### src/rtl/kbd_matrix_ctrl.sv
// kbd_matrix_ctrl: PS/2 set-2 scancode stream to TRS-80 8x8 key matrix with Z80 row-select reads.
// Define KBD_MATRIX_EXT_EN to decode E0-prefixed arrow keys; otherwise E0 sequences are discarded.
module kbd_matrix_ctrl #(
  parameter logic [15:0] TIMEOUT_CYCLES = 16'd50000
) (
  input  logic       clk,
  input  logic       reset,
  input  logic [7:0] rx_data,
  input  logic       rx_valid,
  input  logic [7:0] cpu_addr,
  input  logic       cpu_rd,
  output logic [7:0] kbd_data,
  output logic       key_event
);
  typedef enum logic [2:0] {
    IDLE, BRK, DISCARD
`ifdef KBD_MATRIX_EXT_EN
    , EXT, EXT_BRK
`endif
  } state_t;
`ifdef KBD_MATRIX_EXT_EN
  localparam state_t E0_NEXT = EXT;
`else
  localparam state_t E0_NEXT = DISCARD;
`endif
  state_t      state, nxt;
  logic [63:0] matrix;
  logic [15:0] cnt;
  logic [6:0]  loc;
  logic        upd, val, hit;
  logic [7:0]  rows_or;
  // Map entries are {valid, row, bit}; octal literal 1rb reads as row r bit b.
  function automatic logic [6:0] base_map(input logic [7:0] c);
    case (c)
      8'h54: base_map = 7'o100; 8'h1C: base_map = 7'o101; 8'h32: base_map = 7'o102; 8'h21: base_map = 7'o103;
      8'h23: base_map = 7'o104; 8'h24: base_map = 7'o105; 8'h2B: base_map = 7'o106; 8'h34: base_map = 7'o107;
      8'h33: base_map = 7'o110; 8'h43: base_map = 7'o111; 8'h3B: base_map = 7'o112; 8'h42: base_map = 7'o113;
      8'h4B: base_map = 7'o114; 8'h3A: base_map = 7'o115; 8'h31: base_map = 7'o116; 8'h44: base_map = 7'o117;
      8'h4D: base_map = 7'o120; 8'h15: base_map = 7'o121; 8'h2D: base_map = 7'o122; 8'h1B: base_map = 7'o123;
      8'h2C: base_map = 7'o124; 8'h3C: base_map = 7'o125; 8'h2A: base_map = 7'o126; 8'h1D: base_map = 7'o127;
      8'h22: base_map = 7'o130; 8'h35: base_map = 7'o131; 8'h1A: base_map = 7'o132;
      8'h45: base_map = 7'o140; 8'h16: base_map = 7'o141; 8'h1E: base_map = 7'o142; 8'h26: base_map = 7'o143;
      8'h25: base_map = 7'o144; 8'h2E: base_map = 7'o145; 8'h36: base_map = 7'o146; 8'h3D: base_map = 7'o147;
      8'h3E: base_map = 7'o150; 8'h46: base_map = 7'o151; 8'h52: base_map = 7'o152; 8'h4C: base_map = 7'o153;
      8'h41: base_map = 7'o154; 8'h4E: base_map = 7'o155; 8'h49: base_map = 7'o156; 8'h4A: base_map = 7'o157;
      8'h5A: base_map = 7'o160; 8'h05: base_map = 7'o161; 8'h76: base_map = 7'o162; 8'h29: base_map = 7'o167;
      8'h12: base_map = 7'o170; 8'h59: base_map = 7'o170;
      default: base_map = 7'o000;
    endcase
  endfunction
`ifdef KBD_MATRIX_EXT_EN
  function automatic logic [6:0] ext_map(input logic [7:0] c);
    case (c)
      8'h75: ext_map = 7'o163; 8'h72: ext_map = 7'o164; 8'h6B: ext_map = 7'o165; 8'h74: ext_map = 7'o166;
      default: ext_map = 7'o000;
    endcase
  endfunction
`endif
  always_comb begin
    nxt = state;
    upd = 1'b0;
    val = 1'b0;
    loc = base_map(rx_data);
    if (rx_valid) begin
      case (state)
        IDLE: begin
          nxt = rx_data == 8'hF0 ? BRK : rx_data == 8'hE0 ? E0_NEXT : IDLE;
          upd = !(rx_data inside {8'hF0, 8'hE0, 8'hAA, 8'hFA, 8'hFE, 8'hE1});
          val = 1'b1;
        end
        BRK: begin
          upd = !(rx_data inside {8'hF0, 8'hE0});
          nxt = upd ? IDLE : BRK;
        end
        DISCARD: nxt = rx_data == 8'hF0 ? DISCARD : IDLE;
`ifdef KBD_MATRIX_EXT_EN
        EXT: begin
          nxt = rx_data == 8'hF0 ? EXT_BRK : IDLE;
          upd = rx_data != 8'hF0;
          val = 1'b1;
          loc = ext_map(rx_data);
        end
        EXT_BRK: begin
          nxt = IDLE;
          upd = 1'b1;
          loc = ext_map(rx_data);
        end
`endif
        default: nxt = IDLE;
      endcase
    end else if (state != IDLE && cnt == TIMEOUT_CYCLES - 16'd1) begin
      nxt = IDLE;
    end
    hit = upd && loc[6] && matrix[loc[5:0]] != val;
  end
  always_comb begin
    rows_or = '0;
    for (int r = 0; r < 8; r++) rows_or = rows_or | (cpu_addr[r] ? matrix[r*8 +: 8] : 8'h00);
  end
  // Reads sample the matrix before this cycle's update, so a coincident scancode is not visible yet.
  always_ff @(posedge clk) begin
    if (reset) begin
      state     <= IDLE;
      matrix    <= '0;
      cnt       <= '0;
      kbd_data  <= '0;
      key_event <= 1'b0;
    end else begin
      state     <= nxt;
      cnt       <= (rx_valid || state == IDLE) ? 16'd0 : cnt + 16'd1;
      key_event <= hit;
      if (hit) matrix[loc[5:0]] <= val;
      if (cpu_rd) kbd_data <= rows_or;
    end
  end
endmodule

### config.mk
export PLATFORM = sky130hd
export DESIGN_NAME = kbd_matrix_ctrl
export DESIGN_NICKNAME = d
export VERILOG_FILES = /design/src/rtl/kbd_matrix_ctrl.sv
export SDC_FILE = /design/constraint.sdc
export NUM_CORES = 1
export LEC_CHECK = 0
export BUFFER_PORTS_ARGS = -buffer_cell sky130_fd_sc_hd__buf_2
export CORE_UTILIZATION = 40
export DETAILED_ROUTE_END_ITERATION = 16
export PLACE_DENSITY_LB_ADDON = 0.25
export SYNTH_ARGS = -nofsm -noshare
export SYNTH_HDL_FRONTEND = slang
export SYNTH_SLANG_ARGS = --single-unit
### constraint.sdc
create_clock -name clk -period 4.2 [get_ports clk]
set_input_delay 0.63 -clock clk [delete_from_list [all_inputs] [get_ports clk]]
set_output_delay 0.63 -clock clk [all_outputs]
set_load 0.05 [all_outputs]
==> summary.txt <==
Worst setup path
  – Critical path arrival: 4.17 ns
  – Setup crit end: matrix[34]$_SDFFE_PP0P_
  – WS Path Type: in -> reg
  – CP max FO: 8
  – Worst setup path startpoint: rx_data[1]
  – Reg2reg end: matrix[9]$_SDFFE_PP0P_
  – Worst setup SP type: input port
  – R2r setup slk: 1.45 ns
  – Worst Setup End Kind: register
  – Reg2reg path depth: 10
  – Crit Reg-Reg Startpoint: matrix[44]$_SDFFE_PP0P_
  – Critical path data required time: 4.45 ns

STA
  – Slew @ Worst Pin: ~1.1 ns
  – Rel. slew slack: between 20% and 30%
  – F_max: 255.4 MHz
  – RSZ-0062 raised after global routing: false
  – Period utilisation layout: about 93%
  – Final Hold Vio Count: 0
  – Clock Skew: roughly 0.012 ns
  – Final setup viols: 0
  – Max-slew violation count: 0
  – Setup tns final: 0 ns
  – Fin crit period: 3.915 ns

GRT
  – Largest net degree at the start of global routing: 39
  – Gr usage total: a little over a quarter
  – Global route overflow: 0
  – First-pass GRT wire length: between 30000 and 40000 um
  – Initial antenna violation count: 0
  – Vias in the first global route: roughly 5800

Pwr
  – Total power: 2.018 mW
  – Static Leakage: about 2.2 nW
  – Pwr Density: between 300 and 400 nW/um^2
  – Worst VDD drop: roughly 0.22 mV

Finish
  – Area Growth Syn to Fin: 12.14%
  – Commonest cells after routing, fill and taps aside: dfxtp_1, nand2_1, nor2_1
  – Share of cells above drive strength 1: between 10 and 15%
  – Diodes inserted: 0
  – Multi-input logic area: roughly 3600 um^2
  – Commonest non-fill, non-tap cell in the layout: dfxtp_1
  – Filler cells: between 1000 and 1500
  – Final #Nets: between 700 and 800
  – Seq. cell area: between 1500 and 2000 um^2
  – Final Core Density: about 47%
  – Final Non-Filler Cells: between 900 and 1000

Logic synthesis
  – Mapped Area: around 6000 um^2
  – Post-Syn Instances: roughly 750
  – Synth top area share: a little under a third
  – Post-Synth Simple-Gate Area: 23.86%
  – Post-synth top area cell: dfxtp_1
  – Yosys warnings: 0
  – Synth Area in XOR/XNOR: around 2.2%
  – Async set or reset register ratio after synthesis: 0%
  – Post-synthesis mux area share: under 10%
  – Yosys cell types: 70
  – Adder-cell share of the synthesized area: between 1 and 1.5%
  – Synthesized Nets: about 780
  – Post-synth EDFFs: 0
  – Ys flop type: dfxtp_1
  – Register bit total from synthesis: 91
  – Synth area leaders: dfxtp_1, nand2_1, nor4_1, mux2i_1, o22ai_1
  – Mean Syn Cell Area: between 7 and 8 um^2
  – Largest family of logic cells by synthesized area: compound AO/OA/AOI/OAI gates
  – Sequential fraction of the synthesis area: 30.97%
  – Compound-Gate Fraction of Synth Area: 29.07%

CTS
  – Post-CTS setup buffers: 0
  – Num CTS Buffers: 9
  – H-tree Lvls: 3
  – Sinks on Clock Net: a little over 90
  – CTS tree: done
  – Clk slew on worst S/H paths: 0.06 ns
  – CTS Root Cell: clkbuf_16
  – Clock buffer depth: 2
  – CTS hold repair buffers: 0
  – Clk Latency, worst-skew pair: roughly 0.35 ns
  – Post-cts resize count: 0

Floorplan
  – Die ar.: between 15000 and 20000 um^2
  – Die Y: ~120 um
  – CORE AREA: around 14000 um^2
  – Initial core utilization: 41.74%
  – Chip width: ~120 um
  – I/O pins: 29
  – # rows: 43

Outcome
  – Outcome: complete, no violations

Placement
  – Placer Congestion: between 0.9 and 1
  – Port Buf Inserts: 28
  – HPWL Detailed: about 15000 um
  – Placed cell count: between 900 and 1000

Route
  – WL/cell: ~22 um
  – Final antenna-violating net count: 0
  – # DRC: 0
  – Total number of vias: around 6400
  – First DRT Iteration DRCs: 924
  – DRT Wirelength: 20510 um
  – Via density per instance: 6.706
  – DRT Pass-1 Iters: 6

Job
  – Maxcap violations: 0

Worst hold path
  – Class of the worst hold path: reg -> reg
report_power, final:
part	switching, mW	leakage [nW]	internal, mW
clock network	0.340	0.135	0.432
logic	0.258	1.32	0.118
registers	0.00268	0.734	0.867
total	0.601	2.19	1.42
cell usage after synthesis (all sizes together) (10+ instances only):
master	instances
buf	31
nor2b	10
nor2	49
a21oi	30
nand2	82
o32ai	15
a22oi	18
nand3	34
a211oi	15
nand2b	14
mux2i	26
nor4	43
inv	29
o22ai	31
nor3	15
o21ai	36
dfxtp	91
o311ai	19
clkbuf	37
per-layer routing:
metal  global-route usage, %  up-vias  part of all wire [%]
li1                        -     2910                     -
met1                   36.81     3024                    43
met2                   41.17      370                    43
met3                   7.011       73                    10
met4                   12.58        0                   4.4
met5                       0        -                     0
per-stage QoR:
step	hold slack, ns	setup WS, ns	instance area [um^2]
after floorplan	0.4130	0.3444	5883
after global placement	0.4245	0.1084	6316
after detailed placement	0.4310	0.04265	6316
after CTS	0.4399	0.3945	6598
after global routing	0.4685	0.07662	6598
final	0.4356	0.2847	6598
worst min path at each step:
stage | endpoint | slack [ns] | depth (start not counted) | start
floorplan | cnt[0]$_SDFF_PP0_ | 0.41 | 1 | cnt[0]$_SDFF_PP0_
global placement | cnt[0]$_SDFF_PP0_ | 0.42 | 1 | cnt[0]$_SDFF_PP0_
detailed placement | cnt[0]$_SDFF_PP0_ | 0.43 | 1 | cnt[0]$_SDFF_PP0_
CTS | cnt[0]$_SDFF_PP0_ | 0.44 | 1 | cnt[0]$_SDFF_PP0_
global route | cnt[0]$_SDFF_PP0_ | 0.47 | 1 | cnt[0]$_SDFF_PP0_
finish | cnt[0]$_SDFF_PP0_ | 0.44 | 1 | cnt[0]$_SDFF_PP0_
area by class of cell:
type,instances,share of cell area [%]
multi-input cells,564,55.09
flip-flops and latches,91,27.61
repair buffers,71,7.965
clock buffers,12,3.888
well taps,180,3.414
inverters,29,1.650
clock inverters,4,0.3793
logic make-up after synthesis:
logic type / after synthesis
buffers and inverters: 97
XOR/XNOR: 15
AND/OR/NAND/NOR: 279
multiplexers: 29
flip-flops: 91
adder cells (fa/ha/maj): 7
AO/OA/AOI/OAI: 234
worst max-delay path: stages:
cell and delay [ns]:
buf_2 0.09, buf_4 0.15, ha_1 0.20, nand2_1 0.10
mux2_2 0.29, a211o_1 0.37, nand3_1 0.28, mux2i_1 0.27
a2111oi_0 0.12, a311o_1 0.35, a211o_1 0.33, a22oi_4 0.32
nand4_1 0.38, o22ai_1 0.28
sequential cells by signal, summed over array words and instances, names as in the netlist:
signal	count
kbd_data	8
cnt	16
key_event	1
state	2
matrix	64
(Power assumes the default switching activity.)
